$ cat config.mk
export PLATFORM = sky130hd
export DESIGN_NAME = load_responder
export DESIGN_NICKNAME = d
export VERILOG_FILES = /design/src/rtl/load_responder.sv
export SDC_FILE = /design/constraint.sdc
export NUM_CORES = 1
export LEC_CHECK = 0
export ABC_AREA = 1
export ABC_CLOCK_PERIOD_IN_PS = 2600
export CAP_MARGIN = 0
export CORE_ASPECT_RATIO = 0.5
export CORE_UTILIZATION = 55
export DETAILED_ROUTE_END_ITERATION = 10
export GPL_TIMING_DRIVEN = 1
export HOLD_SLACK_MARGIN = 0.06
export PLACE_DENSITY = 0.73
export RECOVER_POWER = 50
export SLEW_MARGIN = 40
export SYNTH_ARGS = -nofsm -noshare
export SYNTH_HDL_FRONTEND = slang
export SYNTH_SLANG_ARGS = --single-unit
$ cat constraint.sdc
create_clock -name clk -period 2.6 [get_ports clk]
set_input_delay 0.52 -clock clk [delete_from_list [all_inputs] [get_ports clk]]
set_output_delay 0.52 -clock clk [all_outputs]
set_load 0.02 [all_outputs]
$ cat src/rtl/load_responder.sv
// Memory-side load responder: request FIFO feeding a fixed-latency read of a small backing store.
// Optional LOAD_RESP_STATS_EN adds a saturating resp_count output.
module load_responder #(
   parameter int ADDR_WIDTH = 4,
   parameter int DATA_WIDTH = 10,
   parameter int FIFO_DEPTH = 4,
   parameter int LATENCY    = 2
) (
   input  logic                  clk,
   input  logic                  reset_n,
   input  logic                  ld_req,
   input  logic [ADDR_WIDTH-1:0] addr,
   output logic [DATA_WIDTH-1:0] data,
   output logic                  data_valid,
   input  logic                  wr_en,
   input  logic [ADDR_WIDTH-1:0] wr_addr,
   input  logic [DATA_WIDTH-1:0] wr_data,
   output logic                  busy,
`ifdef LOAD_RESP_STATS_EN
   output logic [7:0]            resp_count,
`endif
   output logic                  overflow
);

   localparam int MEM_DEPTH = 1 << ADDR_WIDTH;
   localparam int IDX_W     = $clog2(FIFO_DEPTH);
   localparam int PTR_W     = IDX_W + 1;
   localparam int CNT_W     = (LATENCY > 1) ? $clog2(LATENCY) : 1;

   typedef enum logic [1:0] {S_IDLE, S_WAIT, S_RESP} state_e;

   state_e                  state_q, state_d;
   logic [CNT_W-1:0]        cnt_q, cnt_d;
   logic [ADDR_WIDTH-1:0]   lat_addr_q, lat_addr_d;
   logic [DATA_WIDTH-1:0]   data_q, data_d;
   logic                    dv_q, dv_d;
   logic                    ovf_q, ovf_d;
   logic [PTR_W-1:0]        wr_ptr_q, wr_ptr_d;
   logic [PTR_W-1:0]        rd_ptr_q, rd_ptr_d;
   logic [ADDR_WIDTH-1:0]   fifo_q [FIFO_DEPTH];
   logic [ADDR_WIDTH-1:0]   fifo_d [FIFO_DEPTH];
   logic [DATA_WIDTH-1:0]   mem_q  [MEM_DEPTH];
   logic [DATA_WIDTH-1:0]   mem_d  [MEM_DEPTH];

   logic fifo_empty, fifo_full, pop, push;

   // A full FIFO still accepts a request when the FSM pops in the same cycle.
   always_comb begin
      fifo_empty = (wr_ptr_q == rd_ptr_q);
      fifo_full  = (wr_ptr_q[PTR_W-1] != rd_ptr_q[PTR_W-1]) &&
                   (wr_ptr_q[IDX_W-1:0] == rd_ptr_q[IDX_W-1:0]);
      pop        = (state_q == S_IDLE) && !fifo_empty;
      push       = ld_req && (!fifo_full || pop);
   end

   always_comb begin
      wr_ptr_d = wr_ptr_q;
      rd_ptr_d = rd_ptr_q;
      fifo_d   = fifo_q;
      ovf_d    = ovf_q | (ld_req & ~push);
      if (push) begin
         fifo_d[wr_ptr_q[IDX_W-1:0]] = addr;
         wr_ptr_d = wr_ptr_q + PTR_W'(1);
      end
      if (pop) begin
         rd_ptr_d = rd_ptr_q + PTR_W'(1);
      end
   end

   // Store reads use mem_q, so a same-edge write is seen only by later loads.
   always_comb begin
      mem_d = mem_q;
      if (wr_en) begin
         mem_d[wr_addr] = wr_data;
      end
   end

   always_comb begin
      state_d    = state_q;
      cnt_d      = cnt_q;
      lat_addr_d = lat_addr_q;
      data_d     = data_q;
      dv_d       = dv_q;
      case (state_q)
         S_IDLE: begin
            if (pop) begin
               lat_addr_d = fifo_q[rd_ptr_q[IDX_W-1:0]];
               cnt_d      = CNT_W'(LATENCY - 1);
               state_d    = S_WAIT;
            end
         end
         S_WAIT: begin
            if (cnt_q == '0) begin
               data_d  = mem_q[lat_addr_q];
               dv_d    = 1'b1;
               state_d = S_RESP;
            end else begin
               cnt_d = cnt_q - CNT_W'(1);
            end
         end
         S_RESP: begin
            dv_d    = 1'b0;
            state_d = S_IDLE;
         end
         default: begin
            dv_d    = 1'b0;
            state_d = S_IDLE;
         end
      endcase
   end

   always_ff @(posedge clk or negedge reset_n) begin
      if (!reset_n) begin
         state_q    <= S_IDLE;
         cnt_q      <= '0;
         lat_addr_q <= '0;
         data_q     <= '0;
         dv_q       <= 1'b0;
         ovf_q      <= 1'b0;
         wr_ptr_q   <= '0;
         rd_ptr_q   <= '0;
         for (int i = 0; i < FIFO_DEPTH; i++) fifo_q[i] <= '0;
         for (int i = 0; i < MEM_DEPTH; i++)  mem_q[i]  <= '0;
      end else begin
         state_q    <= state_d;
         cnt_q      <= cnt_d;
         lat_addr_q <= lat_addr_d;
         data_q     <= data_d;
         dv_q       <= dv_d;
         ovf_q      <= ovf_d;
         wr_ptr_q   <= wr_ptr_d;
         rd_ptr_q   <= rd_ptr_d;
         fifo_q     <= fifo_d;
         mem_q      <= mem_d;
      end
   end

`ifdef LOAD_RESP_STATS_EN
   logic [7:0] resp_cnt_q, resp_cnt_d;

   always_comb begin
      resp_cnt_d = resp_cnt_q;
      if (state_q == S_WAIT && cnt_q == '0 && resp_cnt_q != 8'hFF) begin
         resp_cnt_d = resp_cnt_q + 8'd1;
      end
   end

   always_ff @(posedge clk or negedge reset_n) begin
      if (!reset_n) resp_cnt_q <= '0;
      else          resp_cnt_q <= resp_cnt_d;
   end

   assign resp_count = resp_cnt_q;
`endif

   assign data       = data_q;
   assign data_valid = dv_q;
   assign overflow   = ovf_q;
   assign busy       = !fifo_empty || (state_q != S_IDLE);

endmodule
After elaboration in Yosys (flattened, before gate mapping)

Index checks and enable logic that the tools add are counted.

Flip-flop bits (word level): 201
Input bits: 22
Output and inout port bits: 13
Logic and storage cells: 89

Add/subtract/negate cells: 3
$lt $le $gt $ge: 6
Equal/unequal tests: 6
Muxes and demuxes: 20
Bitwise operators: 9
Reduce and logical (&&, ||, !) cells: 17

Operator list:

| cell                  | number |
|---|---|
| $bwmux W160           | 1 |
| $bmux W10 S4          | 1 |
| $demux W10 S4         | 1 |
| $mux W10              | 3 |
| $bwmux W16            | 1 |
| $mux W4               | 3 |
| $ge A5 B5 Y1 const B  | 2 |
| $not A4 Y5            | 2 |
| $reduce_and A2 Y1     | 5 |
| $bmux W4 S2           | 1 |
| $demux W4 S2          | 1 |
| $add A3 B1 Y3 const B | 2 |
| $ge A3 B3 Y1 const B  | 2 |
| $not A2 Y3            | 2 |
| $logic_and A1 B1 Y1   | 5 |
| $lt A5 B1 Y1 const B  | 1 |
| $mux W2               | 2 |
| $ne A2 B2 Y1 const B  | 2 |
| $pmux W1 S2           | 2 |
| $pmux W2 S2           | 1 |
| $reduce_bool A2 Y1    | 2 |
| $eq A3 B3 Y1          | 1 |
| $lt A3 B1 Y1 const B  | 1 |
| $mux W1               | 3 |
| 10 further kinds      | 14 |

Logic depth before layout (Yosys ltp)

Gate-level depths: netlist (run 1).

Depth after elaboration: 8
Mapped depth: 11
Gate-level depth less buffers: 9

Worst setup path before layout (run 1)

No wires, ideal clock.

Path type: flip-flop to output port
From: register wr_ptr_q[1]
To: output port busy
Data arrival time: 1.007 ns
Required time: 2.080 ns
Path slack: 1.073 ns
Cell stages (with the launch flop): 4
Buffers on the path: 0
Path through: dfrtp_1 > or2_1 > a21oi_4 > nand3_1

Cells in the longest elaborated chain, start to end: 3

Ends and longest elaborated chain:

| item                   | RTL line | RTL |
|---|---|---|
| start, declared        | 38       | `logic [PTR_W-1:0] wr_ptr_q, wr_ptr_d;` |
| start signal, assigned | 131      | `wr_ptr_q <= wr_ptr_d;` |
| $eq A3 B3 Y1           | 49       | `fifo_empty = (wr_ptr_q == rd_ptr_q);` |
| $logic_not A1 Y1       | 159      | `assign busy = !fifo_empty \|\| (state_q != S_IDLE);` |
| $logic_or A1 B1 Y1     | 159      |  |
| end, declared          | 18       | `output logic busy,` |

Every way passes these cells.

Worst setup path after layout (run 1)

From: register rd_ptr_q[1]
To: output port busy

Cells in the longest elaborated chain, start to end: 3

Ends and longest elaborated chain:

| item                   | RTL line | RTL |
|---|---|---|
| start, declared        | 39       | `logic [PTR_W-1:0] rd_ptr_q, rd_ptr_d;` |
| start signal, assigned | 132      | `rd_ptr_q <= rd_ptr_d;` |
| $eq A3 B3 Y1           | 49       |  |
| $logic_not A1 Y1       | 159      |  |
| $logic_or A1 B1 Y1     | 159      |  |

Every way passes these cells.

==> qor_table.md, run 1 <==
| Stage | Parameter | Value |
|---|---|---|
| yosys | Leading post-synthesis cells by cell area | sky130_fd_sc_hd__dfrtp_1 54%, sky130_fd_sc_hd__nand2_1 17%, sky130_fd_sc_hd__nand3_1 6.7% |
| setup path | Type of element launching the critical path | flop |
| detailed routing | Number of detailed-route iterations in the first pass | 6 |
| pwr | Part of the power in combinational logic | 0.355 |
| cells and area | Layout net count | 1167 |
| sta | Count of endpoints failing setup in the final report | 0 |
| pwr | Share of total power in the clock network | 0.254 |
| run status | Result of the run | completed |
| yosys | Number of enable-type register cells in the synthesized netlist | 0 |
| place | PortBufs | 34 |
| clock network | Clock-pin slew on the worst setup and hold paths | 0.07 ns |
| yosys | Synth Area in Compound Gates | 0.0977 |
| detailed routing | Initial DRC Count | 748 |
| clock network | Number of buffers created by CTS | 19 |
| global route | GR Layer Usage met3 | 0.0558 |
| clock network | Clock tree from TritonCTS | yes |
| pwr | Power consumption | 11.4 mW |
| sta | Worst slew pin tran | 1.48 ns |
| floorplan | Effective utilization at floorplan | 0.564 |
| yosys | Proportion of netlist area held by the largest area contributor | 0.542 |
| detailed routing | Sum of routed wire length over all layers | 23.7 mm |
| yosys | XOR/XNOR share of the synthesized area | 0.00378 |
| floorplan | Die outline area | 17400 µm² |
| min path | Hold path startpoint | fifo_q[7] |
| yosys | Mapped Nets | 1168 |
| yosys | Mux share of post-synthesis cell area | 0 |
| global route | Initial antenna violation count | 0 |
| yosys | Synthesized flop and latch total | 201 |
| yosys | Share of synthesized cell area in and, or, nand and nor gates | 0.293 |
| setup path | Required time of the critical path | 2.08 ns |
| cells and area | Count of placed standard cells in the final layout, fillers left out | 1378 |
| pwr | Part of the total power dissipated in sequential elements | 0.391 |
| yosys | Main combinational cell family by area after synthesis | simple AND/OR/NAND/NOR gates |
| sta | Worst slew slack as a fraction of its limit | 0.0120 |
| yosys | Number of distinct library cells after synthesis | 30 |
| yosys | Leading cell type by number of instances after synthesis | sky130_fd_sc_hd__nand2_1 |
| sta | Slew Limit Fails | 0 |
| place | Routability congestion estimate | 0.868 |
| yosys | Fraction of synthesis flops using an asynchronous set or reset pin | 1.00 |
| pwr | Leakage power summed over all cells | 4.98 nW |
| cells and area | Area grow syn2layout | 11.7% |
| floorplan | Number of top-level pins | 35 |
| place | Post-DP HPWL | 14.8 mm |
| detailed routing | Remaining antenna violation count after routing | 0 |
| yosys | Number of standard cells after synthesis | 1141 |
| sta | Clock skew | 0.0157 ns |
| pwr | Net switching power of the design | 4.41 mW |
| detailed routing | Number of vias in the routed layout | 7715 |
| place | Total cell area at the placement stage | 9730 µm² |
| pwr | Switching share of total power | 0.385 |
| sta | Minimum setup slack in the final design | 0.151 ns |
| clock network | Buffer cell driving the clock tree root | sky130_fd_sc_hd__clkbuf_16 |
| sta | Hold Violations, Final | 0 |
| global route | Overall routing resource usage | 0.288 |
| cells and area | ANT cells | 0 |
| cells and area | Fraction of final layout cells with drive strength greater than 1 | 0.0617 |
| clock network | H-tree level count | 1 |
| min path | Type of the tightest min-delay check | flop to flop |
| global route | Maximum number of pins on one net before global-route repair | 82 |
| clock network | Number of buffers on the longest clock path | 3 |
| place | Setup slack at placement | 0.342 ns |
| setup path | Critical Path Sink Type | output port |
| clock network | Total setup buffers inserted after CTS | 0 |
| floorplan | Row Count | 33 |
| global route | Routing usage on met1 | 0.409 |
| global route | Number of global-route vias before repair | 7315 |
| job | Max-cap violations | 0 |
| floorplan | Die span in y | 93.8 µm |
| yosys | Top cell types by occurrence after synthesis | 432 x sky130_fd_sc_hd__nand2_1, 201 x sky130_fd_sc_hd__dfrtp_1, 125 x sky130_fd_sc_hd__nand3_1 |
| cells and area | Share of the core filled with cells | 0.630 |
| clock network | Clock latency at the later pin of the worst-skew pair | 0.50 ns |
| sta | Min cycle time layout | 2.45 ns |
| setup path | Start-to-end type of the worst setup path | flop to output port |
| global route | Met2 track demand over resource | 0.453 |
| clock network | Clock Sink Count | 201 |
| setup path | Setup slack of the worst register-to-register path | 0.58 ns |
| pwr | Total power divided by cell area | 1100 nW/µm² |
| setup path | Reg2Reg Launch Point | lat_addr_q[0] |
| place | Cell total after placement | 1345 |
| sta | Period Utilization, post-route | 0.942 |
| floorplan | Core area | 16400 µm² |
| sta | Setup repair after global routing missed its margin | no |
| yosys | Count of yosys warnings during synthesis | 0 |
| sta | Highest clock rate | 0.408 GHz |
| detailed routing | Remaining DRCs | 0 |
| yosys | Adder-cell share of the synthesized area | 0.00675 |
| min path | Hold depth | 2 |
| min path | End point of the worst hold path | fifo_q[7] |
| setup path | Crit-path max FO | 12 |
| global route | Most Used Layer, Global Route | met2 |
| yosys | Main synth FF type | sky130_fd_sc_hd__dfrtp_1 |
| setup path | Crit Reg-Reg Endpoint | data[9] |
| sta | Final worst hold slack | 0.472 ns |
| detailed routing | Routed wire per std cell | 17.2 µm |
| detailed routing | Average vias per placed instance | 5.60 |
| sta | Final-layout setup total negative slack | 0 ns |
| floorplan | Die outline width | 186 µm |
| cells and area | Design Area, Final | 10400 µm² |
| yosys | Post-Syn Area | 9270 µm² |
| yosys | Cell type with the largest total area after synthesis | sky130_fd_sc_hd__dfrtp_1 |
| yosys | Synthesized area per cell | 8.13 µm² |
| setup path | Worst Reg-to-Reg Cells | 10 |
| global route | Overall overflow remaining after global route | 0 |
| pwr | Worst voltage drop across the vdd grid | 0.702 mV |
| setup path | CP arrival | 1.93 ns |
| global route | Wire length of the first global-routing pass | 38.5 mm |
| yosys | Sequential-to-total area share from yosys stat | 0.542 |
| pwr | Internal portion of total power | 7.03 mW |
==> worst max path at each step <==
stage                      from        end  slack [ns]  depth (start not counted)
floorplan           wr_ptr_q[1]       busy        1.07                          3
global placement     wr_addr[3]  mem_q[24]        0.40                          5
detailed placement   wr_addr[3]  mem_q[25]        0.34                          5
CTS                 rd_ptr_q[1]       busy        0.17                          4
global route        rd_ptr_q[1]       busy        0.05                          4
finish              rd_ptr_q[1]       busy        0.15                          4
==> logic make-up after synthesis <==
kind of cell	count (synthesis)
fa+ha+maj	5
simple gates	646
buf+inv	110
flops	201
compound gates	175
xor+xnor	4
==> registers in the layout, summed over array words and instances (netlist names) <==
signal      cells
mem_q         160
fifo_q         16
wr_ptr_q        3
lat_addr_q      4
data_valid      1
data           10
overflow        1
state_q         2
rd_ptr_q        3
cnt_q           1
==> cell type report <==
| cell class | count | area, µm² |
|---|---|---|
| well taps | 227 | 284 |
| multi-input cells | 830 | 3720 |
| repair buffers | 60 | 573 |
| flip-flops and latches | 201 | 5030 |
| clock inverters | 5 | 75.1 |
| fillers | 1427 | 6080 |
| clock buffers | 27 | 566 |
| inverters | 28 | 108 |
==> power by group through the flow <==
stage          combinational, mW  clock (mW)  sequential [mW]
6_report                    4.06        2.91             4.47
5_1_grt                     4.52        3.05             4.57
3_5_place_dp                4.01           0             4.50
2_1_floorplan               2.82           0             4.43
4_1_cts                     4.03        2.94             4.46
3_3_place_gp                3.91           0             4.49
==> critical path: stages (launching register included) <==
cell and delay [ns]:
sky130_fd_sc_hd__dfrtp_1 0.50, sky130_fd_sc_hd__or2_0 0.32, sky130_fd_sc_hd__a21oi_4 0.18, sky130_fd_sc_hd__nand3_1 0.10
sky130_fd_sc_hd__dlygate4sd2_1 0.33
==> repair_timing <==
action	4_1_cts	5_1_grt
resized for setup	1	0
setup endpoints to repair	1	0
hold buffers	1	0
endpoints found under the hold margin	20	0
==> layout by cell type (no fill, tap or decap), types with 2 or more instances in the layout <==
cell,n
sky130_fd_sc_hd__nand3_4,4
sky130_fd_sc_hd__nand3_1,125
sky130_fd_sc_hd__bufinv_16,2
sky130_fd_sc_hd__dlygate4sd3_1,3
sky130_fd_sc_hd__a21oi_1,40
sky130_fd_sc_hd__buf_4,18
sky130_fd_sc_hd__nor3_2,3
sky130_fd_sc_hd__nand2_1,432
sky130_fd_sc_hd__dfrtp_1,200
sky130_fd_sc_hd__ha_1,5
sky130_fd_sc_hd__nor2_1,59
sky130_fd_sc_hd__clkbuf_8,6
sky130_fd_sc_hd__xnor2_1,3
sky130_fd_sc_hd__clkinv_2,3
sky130_fd_sc_hd__clkinv_1,2
sky130_fd_sc_hd__clkdlybuf4s50_1,30
sky130_fd_sc_hd__o32ai_1,4
sky130_fd_sc_hd__o21ai_0,109
sky130_fd_sc_hd__inv_1,24
sky130_fd_sc_hd__buf_12,4
sky130_fd_sc_hd__clkbuf_16,19
sky130_fd_sc_hd__nor2_2,4
sky130_fd_sc_hd__nand4_1,16
sky130_fd_sc_hd__o21ai_1,20
sky130_fd_sc_hd__clkbuf_1,5
==> layer usage <==
metal  vias up  routed length, µm
li1       3702                  -
met1      3679              10700
met2       293              10600
met3        41               1820
met4         0                502
met5         -                  0
No activity file was read; power rests on OpenSTA's default activity.
==> run 2: changes to the inputs <==
--- a/config.mk
+++ b/config.mk
@@ -10,11 +10,13 @@
 export CAP_MARGIN = 0
 export CORE_ASPECT_RATIO = 0.5
 export CORE_UTILIZATION = 55
+export CTS_CLUSTER_DIAMETER = 150
 export DETAILED_ROUTE_END_ITERATION = 10
 export GPL_TIMING_DRIVEN = 1
 export HOLD_SLACK_MARGIN = 0.06
 export PLACE_DENSITY = 0.73
 export RECOVER_POWER = 50
+export SKIP_CTS_REPAIR_TIMING = 1
 export SLEW_MARGIN = 40
 export SYNTH_ARGS = -nofsm -noshare
 export SYNTH_HDL_FRONTEND = slang
==> qor_table.md, run 2 (synthesis gave the netlist of run 1 again) <==
| Stage | Parameter | Value | vs previous |
|---|---|---|---|
| run status | Result of the run | completed | unchanged |
| clock network | Clock Sink Count | 201 | unchanged |
| min path | Hold depth | 2 | unchanged |
| sta | Highest clock rate | 0.428 GHz | was 0.408 GHz |
| pwr | Power consumption | 11.4 mW | about the same |
| detailed routing | Initial DRC Count | 749 | was 748 |
| global route | Overall routing resource usage | 0.288 | unchanged |
| clock network | Clock-pin slew on the worst setup and hold paths | 0.07 ns | about the same |
| setup path | Required time of the critical path | 2.08 ns | about the same |
| sta | Min cycle time layout | 2.34 ns | was 2.45 ns |
| clock network | Buffer cell driving the clock tree root | sky130_fd_sc_hd__clkbuf_16 | unchanged |
| min path | End point of the worst hold path | fifo_q[7] | unchanged |
| setup path | Critical Path Sink Type | output port | unchanged |
| setup path | Type of element launching the critical path | flop | unchanged |
| pwr | Total power divided by cell area | 1100 nW/µm² | about the same |
| cells and area | Largest register FFs | 160 | unchanged |
| place | Post-DP HPWL | 14.8 mm | unchanged |
| sta | Count of endpoints failing setup in the final report | 0 | unchanged |
| setup path | Cells along the critical path | or2_0, a21oi_4, nand3_1, dlymetal6s2s_1 | was or2_0, a21oi_4, nand3_1, dlygate4sd2_1 |
| setup path | Reg2Reg Launch Point | lat_addr_q[0] | unchanged |
| sta | Worst slew pin tran | 1.48 ns | about the same |
| global route | Maximum number of pins on one net before global-route repair | 82 | unchanged |
| detailed routing | Routed wire per std cell | 17.2 µm | about the same |
| clock network | Number of buffers on the longest clock path | 3 | unchanged |
| cells and area | Layout net count | 1167 | unchanged |
| sta | Period Utilization, post-route | 0.898 | was 0.942 |
| setup path | Combined buffer and inverter count along the critical path | 1 | unchanged |
| detailed routing | Number of vias in the routed layout | 7712 | was 7715 |
| floorplan | Effective utilization at floorplan | 0.564 | unchanged |
| floorplan | Number of top-level pins | 35 | unchanged |
| setup path | Start-to-end type of the worst setup path | flop to output port | unchanged |
| cells and area | Fill cells | 1426 | was 1427 |
| sta | Setup repair after global routing missed its margin | no | unchanged |
| sta | Worst slew slack as a fraction of its limit | 0.0107 | was 0.0120 |
| global route | Initial antenna violation count | 0 | unchanged |
| sta | Slew Limit Fails | 0 | unchanged |
| detailed routing | Sum of routed wire length over all layers | 23.6 mm | was 23.7 mm |
| cells and area | Area occupied by registers | 5030 µm² | unchanged |
| sta | Clock skew | 0.0159 ns | was 0.0157 ns |
| clock network | Clock tree from TritonCTS | yes | unchanged |
| setup path | Setup slack of the worst register-to-register path | 0.59 ns | was 0.58 ns |
| clock network | Number of buffers created by CTS | 19 | unchanged |
| sta | Minimum setup slack in the final design | 0.265 ns | was 0.151 ns |
| floorplan | Die span in y | 93.8 µm | unchanged |
| detailed routing | Number of detailed-route iterations in the first pass | 5 | was 6 |
| place | Routability congestion estimate | 0.868 | unchanged |
| setup path | Slowest cell on the critical path | sky130_fd_sc_hd__dfrtp_1 | unchanged |
| place | Total cell area at the placement stage | 9730 µm² | unchanged |
| setup path | Family with the most delay on the worst path | flip-flops | unchanged |
| sta | Hold Violations, Final | 0 | unchanged |
| detailed routing | Remaining DRCs | 0 | unchanged |
| detailed routing | Remaining antenna violation count after routing | 0 | unchanged |
| min path | Type of the tightest min-delay check | flop to flop | unchanged |
| cells and area | Share of the core filled with cells | 0.631 | was 0.630 |
| cells and area | Most frequent standard cell in the layout excluding fill and tap cells | sky130_fd_sc_hd__nand2_1 | unchanged |
| cells and area | ANT cells | 0 | unchanged |
| detailed routing | Average vias per placed instance | 5.60 | about the same |
| cells and area | Design Area, Final | 10400 µm² | about the same |
| cells and area | Area grow syn2layout | 11.7% | about the same |
| floorplan | Row Count | 33 | unchanged |
| setup path | Crit Reg-Reg Endpoint | data[9] | unchanged |
| pwr | Leakage power summed over all cells | 4.98 nW | about the same |
| place | PortBufs | 34 | unchanged |
| global route | Number of global-route vias before repair | 7315 | unchanged |
| global route | Overall overflow remaining after global route | 0 | unchanged |
| pwr | Worst voltage drop across the vdd grid | 0.709 mV | was 0.702 mV |
| clock network | Clock latency at the later pin of the worst-skew pair | 0.50 ns | about the same |
| cells and area | Most flop-heavy register | mem_q | unchanged |
| global route | Wire length of the first global-routing pass | 38.5 mm | unchanged |
| cells and area | Most used cells in the layout excluding fill and tap cells | 432 x sky130_fd_sc_hd__nand2_1, 200 x sky130_fd_sc_hd__dfrtp_1, 125 x sky130_fd_sc_hd__nand3_1, 109 x sky130_fd_sc_hd__o21ai_0, 59 x sky130_fd_sc_hd__nor2_1 | unchanged |
| floorplan | Die outline area | 17400 µm² | unchanged |
| floorplan | Die outline width | 186 µm | unchanged |
| setup path | Delay of the slowest critical-path stage | 0.50 ns | about the same |
| cells and area | Fraction of final layout cells with drive strength greater than 1 | 0.0617 | unchanged |
| place | Setup slack at placement | 0.342 ns | unchanged |
| clock network | H-tree level count | 1 | unchanged |
| cells and area | Multi-input gate area | 3720 µm² | unchanged |
| setup path | CP arrival | 1.82 ns | was 1.93 ns |
| floorplan | Core area | 16400 µm² | unchanged |
| setup path | Crit-path max FO | 12 | unchanged |
| job | Max-cap violations | 0 | unchanged |
| min path | Hold path startpoint | fifo_q[7] | unchanged |
| setup path | Worst Reg-to-Reg Cells | 10 | unchanged |
-- run 2: cell count changes in the layout (fill, tap and decap cells not counted), sizes merged --
| cell | delta |
|---|---|
| buf | +1 |
| clkbuf | -1 |
| dlygate4sd2 | -1 |
| dlymetal6s2s | +1 |
-- run 2: per-stage QoR --
step	hold slack, ns	setup TNS [ns]	instances
after global placement	0.412	0	1345
after detailed placement	0.412	0	1345
final	0.472	0	1378
after floorplan	0.224	0	1141
after global routing	0.501	0	1378
after CTS	-0.112	-0.0568	1377
-- run 2: report_power, final --
part	internal (mW)	switching, mW
clock network	1.71	1.20
registers	3.95	0.523
logic	1.38	2.68
-- run 2: tightest hold or removal path, cell delays in order (launching register included) --
cell	delay, ns
sky130_fd_sc_hd__dfrtp_1	0.34
sky130_fd_sc_hd__nand2_1	0.05
sky130_fd_sc_hd__nand2_1	0.05
-- run 2: worst max-delay path by stage --
stage / cells after the start / endpoint / from / slack (ns)
final: 4 / busy / rd_ptr_q[1] / 0.26
after global routing: 3 / lat_addr_q[0] / reset_n / 0.13
after CTS: 4 / busy / rd_ptr_q[1] / -0.06
after detailed placement: 5 / mem_q[25] / wr_addr[3] / 0.34
after global placement: 5 / mem_q[24] / wr_addr[3] / 0.40
after floorplan: 3 / busy / wr_ptr_q[1] / 1.07
-- run 2: final cells by class --
| class | count | area share |
|---|---|---|
| multi-input cells | 830 | 0.359 |
| inverters | 28 | 0.0104 |
| flip-flops and latches | 201 | 0.486 |
| well taps | 227 | 0.0274 |
| clock inverters | 5 | 0.00725 |
| repair buffers | 60 | 0.0557 |
| clock buffers | 27 | 0.0546 |
-- run 2: routing by layer --
| metal | share of wire | GRT usage | vias up |
|---|---|---|---|
| met5 | 0 | 0 | - |
| met4 | 0.021 | 0.0772 | 0 |
| met3 | 0.077 | 0.0562 | 41 |
| met2 | 0.45 | 0.453 | 289 |
| met1 | 0.45 | 0.409 | 3679 |
| li1 | - | - | 3703 |
